===== src/rtl/instr_fetch_unit.sv =====
`default_nettype none
// ============================================================================
// Module   : instr_fetch_unit
// Brief    : CPU front end. Owns the PC, fetches instruction words over a
//            req/ack handshake, holds each word for the execute stage and
//            computes the next PC from the jump/branch/zero outcome.
// Options  : ILLEGAL_OPCODE_TRAP_EN - halt on an illegal opcode instead of
//            skipping the word.
// Revision : 1.0 - initial release
// ============================================================================
module instr_fetch_unit #(
  parameter int          INSTR_W  = 24,
  parameter int          ADDR_W   = 16,
  parameter int          IMM_W    = 8,
  parameter int unsigned RESET_PC = 0
) (
  input  logic               clk,
  input  logic               rst_n,
  output logic               imem_req,
  output logic [ADDR_W-1:0]  imem_addr,
  input  logic               imem_ack,
  input  logic [INSTR_W-1:0] imem_rdata,
  output logic [5:0]         opcode,
  output logic [INSTR_W-1:0] instr,
  output logic               instr_valid,
  input  logic               exec_done,
  input  logic               branch,
  input  logic               zero,
  input  logic               jump,
  output logic               illegal_op,
  output logic [ADDR_W-1:0]  pc
);

  localparam logic [ADDR_W-1:0] c_resetPc = ADDR_W'(RESET_PC);
  localparam logic [ADDR_W-1:0] c_one     = ADDR_W'(1);
  localparam int                c_jumpW   = INSTR_W - 6;

  typedef enum logic [1:0] {
    S_FETCH = 2'd0,
    S_EXEC  = 2'd1,
    S_HALT  = 2'd2
  } state_t;

  state_t r_state;

  logic [5:0]        w_rdataOp;
  logic [ADDR_W-1:0] w_pcInc;
  logic [ADDR_W-1:0] w_branchOff;
  logic [ADDR_W-1:0] w_jumpTarget;
  logic [ADDR_W-1:0] w_nextPc;

  // Decoder's set of implemented opcodes; anything else is illegal.
  function automatic logic isLegalOp(input logic [5:0] op);
    case (op)
      6'b000000, 6'b100011, 6'b101011,
      6'b000100, 6'b001000, 6'b000010: isLegalOp = 1'b1;
      default:                         isLegalOp = 1'b0;
    endcase
  endfunction

  assign w_rdataOp   = imem_rdata[INSTR_W-1:INSTR_W-6];
  assign w_pcInc     = pc + c_one;
  assign w_branchOff = {{(ADDR_W-IMM_W){instr[IMM_W-1]}}, instr[IMM_W-1:0]};

  // Jump field is everything below the opcode, fitted to the PC width.
  generate
    if (c_jumpW >= ADDR_W) begin : g_jumpTrunc
      assign w_jumpTarget = instr[ADDR_W-1:0];
    end else begin : g_jumpZext
      assign w_jumpTarget = {{(ADDR_W-c_jumpW){1'b0}}, instr[c_jumpW-1:0]};
    end
  endgenerate

  // Next-PC selection: jump beats a taken branch, otherwise sequential.
  always_comb begin
    w_nextPc = w_pcInc;
    if (jump) begin
      w_nextPc = w_jumpTarget;
    end else if (branch && zero) begin
      w_nextPc = w_pcInc + w_branchOff;
    end
  end

  // Fetch/execute/halt sequencer with all outputs registered.
  always_ff @(posedge clk or negedge rst_n) begin
    if (!rst_n) begin
      r_state     <= S_FETCH;
      pc          <= c_resetPc;
      imem_req    <= 1'b0;
      imem_addr   <= c_resetPc;
      instr       <= '0;
      opcode      <= '0;
      instr_valid <= 1'b0;
`ifdef ILLEGAL_OPCODE_TRAP_EN
      illegal_op  <= 1'b0;
`endif
    end else begin
      case (r_state)
        S_FETCH: begin
          if (!imem_req) begin
            // Idle after reset or a skipped word: start a request at pc.
            imem_req  <= 1'b1;
            imem_addr <= pc;
          end else if (imem_ack) begin
            imem_req <= 1'b0;
            if (isLegalOp(w_rdataOp)) begin
              instr       <= imem_rdata;
              opcode      <= w_rdataOp;
              instr_valid <= 1'b1;
              r_state     <= S_EXEC;
            end else begin
`ifdef ILLEGAL_OPCODE_TRAP_EN
              instr      <= imem_rdata;
              opcode     <= w_rdataOp;
              illegal_op <= 1'b1;
              r_state    <= S_HALT;
`else
              // Skip the word; the idle branch re-requests at the new pc.
              pc <= w_pcInc;
`endif
            end
          end
        end
        S_EXEC: begin
          if (exec_done) begin
            // Chain straight into the next request to keep 2 cycles/instr.
            instr_valid <= 1'b0;
            pc          <= w_nextPc;
            imem_addr   <= w_nextPc;
            imem_req    <= 1'b1;
            r_state     <= S_FETCH;
          end
        end
        S_HALT: begin
          imem_req    <= 1'b0;
          instr_valid <= 1'b0;
        end
        default: begin
          r_state <= S_FETCH;
        end
      endcase
    end
  end

`ifndef ILLEGAL_OPCODE_TRAP_EN
  assign illegal_op = 1'b0;
`endif

endmodule
`default_nettype wire


===== config.mk =====
export PLATFORM = sky130hd
export DESIGN_NAME = instr_fetch_unit
export DESIGN_NICKNAME = d
export VERILOG_FILES = /design/src/rtl/instr_fetch_unit.sv
export SDC_FILE = /design/constraint.sdc
export NUM_CORES = 1
export LEC_CHECK = 0
export CORE_MARGIN = 5
export CORE_UTILIZATION = 54
export DETAILED_ROUTE_END_ITERATION = 8
export HOLD_SLACK_MARGIN = 0.12
export PLACE_DENSITY = 0.92
export SKIP_CTS_REPAIR_TIMING = 1
export SYNTH_ARGS = -nofsm -noshare
export SYNTH_HDL_FRONTEND = slang
export SYNTH_SLANG_ARGS = --single-unit

===== constraint.sdc =====
create_clock -name clk -period 6.95 [get_ports clk]
set_clock_uncertainty 0.05 [all_clocks]
set_input_delay 1.0425 -clock clk [delete_from_list [all_inputs] [get_ports clk]]
set_output_delay 1.0425 -clock clk [all_outputs]
set_load 0.01 [all_outputs]

==> key figures <==
Final layout
  – # diodes: 0
  – Number of standard cells in the final layout excluding fillers: 630
  – Fillcell total: 543
  – Share of the core filled with cells in the final layout: 0.712
  – Post-synthesis to final-layout area growth: 29.9%
  – Nets: 578
  – Share of final-layout standard cells stronger than drive strength 1: 0.0885
  – Post-Layout Inst Area: 0.00511 mm²

Timing
  – Worst hold margin: ~440 ps
  – Final-report max-slew violation count: 0
  – Post-route setup TNS: 0 ps
  – Final min period: 3880 ps
  – Final worst-path cycle share: 0.558
  – Slew Limit Headroom: 0.131
  – Maximum frequency from static timing analysis: 258 MHz
  – Crit path setup slack, layout: roughly 3100 ps
  – Setup repair after global routing missed its margin: false
  – Number of hold violations in the final report: 0
  – Transition time at the pin with the least slew margin: between 1000 and 1500 ps
  – Final count of negative-setup-slack endpoints: 0

Yosys
  – Flip-flop and latch count after synthesis: a little under 60
  – Count of synthesis-stage warnings from yosys: 0
  – Net count after synthesis: 498
  – Cells after Synth: 446
  – Ranking of synthesized cells by instance count: sky130_fd_sc_hd__dfrtp_1 (58), sky130_fd_sc_hd__a21oi_1 (46), sky130_fd_sc_hd__nand2_1 (42)
  – Cell variety after synth: 57
  – Number of enable flip-flop cells after synthesis: 0
  – Top cells by area, synth: sky130_fd_sc_hd__dfrtp_1 (37%), sky130_fd_sc_hd__ha_1 (6.4%), sky130_fd_sc_hd__mux2_2 (6.0%), sky130_fd_sc_hd__a21oi_1 (5.9%), sky130_fd_sc_hd__o21ai_0 (4.1%)
  – Largest area contributor in the netlist: sky130_fd_sc_hd__dfrtp_1
  – Combined area of all synthesized cells: slightly below 0.004 mm²
  – Share of the yosys chip area belonging to registers: 0.369
  – Share of the synthesized area in the top cell type: 0.369
  – Post-synthesis average cell area: 8.82 µm²
  – Dominant cell by count in the synthesized netlist: sky130_fd_sc_hd__dfrtp_1
  – Dominant register cell in the synthesized netlist: sky130_fd_sc_hd__dfrtp_1
  – Synth async-reset ratio: 1.00

Worst setup path
  – Worst path buffer plus inverter count: 0
  – Kind of cell adding the most delay to the critical path: compound AO/OA/AOI/OAI gates
  – Register-to-Register Setup Slack: 3070 ps
  – Cell-by-cell listing of the critical path: ha_1 -> nand3_2 -> or3_4 -> xnor2_1 -> ha_1 -> a21oi_1 -> o21ai_1 -> nor4_1 -> a211oi_1 -> xnor2_1 -> a211oi_1 -> a221oi_1
  – Crit Path Max Fanout: 9
  – Kind of end point of the critical path: flip-flop
  – Slowest cell on the critical path: sky130_fd_sc_hd__dfrtp_1
  – Longest individual stage delay on the worst path: around 500 ps
  – Required time of the worst setup path: 7090 ps
  – Worst EP arrival: 4020 ps
  – Critical path class: flip-flop to flip-flop
  – Type of origin of the critical path: flip-flop

Die
  – Floorplan die width: 95.4 µm
  – Number of top-level pins: 96
  – Effective utilization at floorplan: 0.548
  – Row cnt: 31
  – Die Footprint: 0.00909 mm²
  – Vertical die dimension: 95.4 µm
  – Core Region: 0.00718 mm²

Placed design
  – Half-perimeter wire length after placement: 8.21 mm
  – Post-DP Area: 0.00487 mm²
  – Dpl cells: around 610
  – Port buffer count: 94
  – Setup slack at placement: around 3300 ps
  – Final GP Congestion: 0.934

GRT
  – GRT Residual Overflow: 0
  – Wire length of the first global-routing pass: 18.1 mm
  – Largest net degree at the start of global routing: 59
  – Initial antenna violation count: 0
  – GRT Total Usage: 0.257
  – Number of global-route vias before repair: around 3.6k

Power
  – Pwr Density: approximately 450 mW/mm²
  – Leakage: 2.12 nW
  – Power, Total: between 2 and 2.5 mW
  – Maximum vdd ir drop: about 0.00022 V

Clocking
  – Clock tree from TritonCTS: done
  – Number of buffers added by the clock tree synthesis step: 9
  – Clock edge transition at the registers on the reported setup and hold paths: around 70 ps
  – H-tree depth: 3
  – Clock tree root driver cell: sky130_fd_sc_hd__clkbuf_8
  – Maximum clock path buffer count: 2
  – Later-pin clock latency in the skew report: 340 ps
  – Count of clock tree sinks: 58

Status
  – Result of the run: finished, final reports clean

Detailed routing
  – Detailed-route via count: 3737
  – Total wire length after detailed routing: 11.0 mm
  – Post-detailed-route wirelength per cell: 17.5 µm
  – Residual DRC: 0
  – Detailed-router iteration count before antenna repair: 5
  – Vias per std cell: roughly 5.9
  – Iteration-0 DRC count of the detailed router: 264
  – Post-route ant nets: 0

Flow run
  – Max-cap viol count: 0

Hold path
  – Path type of the worst min-delay path: flip-flop to flip-flop
[cells in the final DEF (no fill, tap or decap), types with 7 or more instances in the layout]
cell type                         count
sky130_fd_sc_hd__clkdlybuf4s50_1     93
sky130_fd_sc_hd__dfrtp_1             58
sky130_fd_sc_hd__a21oi_1             46
sky130_fd_sc_hd__nand2_1             42
sky130_fd_sc_hd__nor2_1              37
sky130_fd_sc_hd__o21ai_0             32
sky130_fd_sc_hd__mux2_2              21
sky130_fd_sc_hd__inv_1               20
sky130_fd_sc_hd__ha_1                20
sky130_fd_sc_hd__xnor2_1             16
sky130_fd_sc_hd__a31oi_1             13
sky130_fd_sc_hd__xor2_1              12
sky130_fd_sc_hd__nand3_1             11
sky130_fd_sc_hd__clkbuf_8            10
sky130_fd_sc_hd__o211ai_1             8
sky130_fd_sc_hd__a211oi_1             7
[sequential cells by signal, indices dropped and copies added (netlist names)]
| register | flops |
|---|---|
| imem_addr | 16 |
| imem_req | 1 |
| instr | 18 |
| instr_valid | 1 |
| opcode | 6 |
| pc | 16 |
[final timing paths]
kind,from,to,depth (start not counted)
setup / recovery,pc[0],pc[15],12
hold / removal,imem_addr[2],imem_addr[2],2
setup reg to reg,pc[0],pc[15],12
hold reg to reg,imem_addr[2],imem_addr[2],2
max in group asynchronous,rst_n,instr[11],2
min in group asynchronous,rst_n,imem_addr[0],2
[cell type report]
type	instances	area, µm²	area share
repair buffers	98	966	0.189
flip-flops and latches	58	1450	0.284
well taps	99	124	0.0242
inverters	21	78.8	0.0154
clock buffers	12	145	0.0284
clock inverters	4	98.8	0.0193
multi-input cells	338	2250	0.440
[power breakdown]
part	internal (mW)	switching [mW]	leakage, nW
clock network	0.249	0.136	0.121
registers	0.459	0.147	0.673
logic	0.633	0.683	1.32
total	1.34	0.965	2.12
[worst register-to-register path: cells and delay by family, from the launching register on]
family / cells / cell delay, ps
AOI/OAI and AO/OA: 5 / 1100
xor gates and xnor gates: 2 / 500
adders and majority gates: 2 / 700
DFF: 1 / 510
and+or+nand+nor: 3 / 870
[per-layer routing]
metal / vias to the layer above / wire length (µm) / global-route usage
li1: 1757 / - / -
met1: 1777 / 4710 / 0.351
met2: 180 / 5060 / 0.392
met3: 23 / 971 / 0.0624
met4: 0 / 272 / 0.102
met5: - / 0 / 0
[logic make-up after synthesis]
group / share of synthesized area
compound gates: 0.216
simple gates: 0.153
flops: 0.369
buf+inv: 0.0598
xor+xnor: 0.0623
mux: 0.0677
fa+ha+maj: 0.0712
other cells: 0.000953
(Power assumes the default switching activity.)
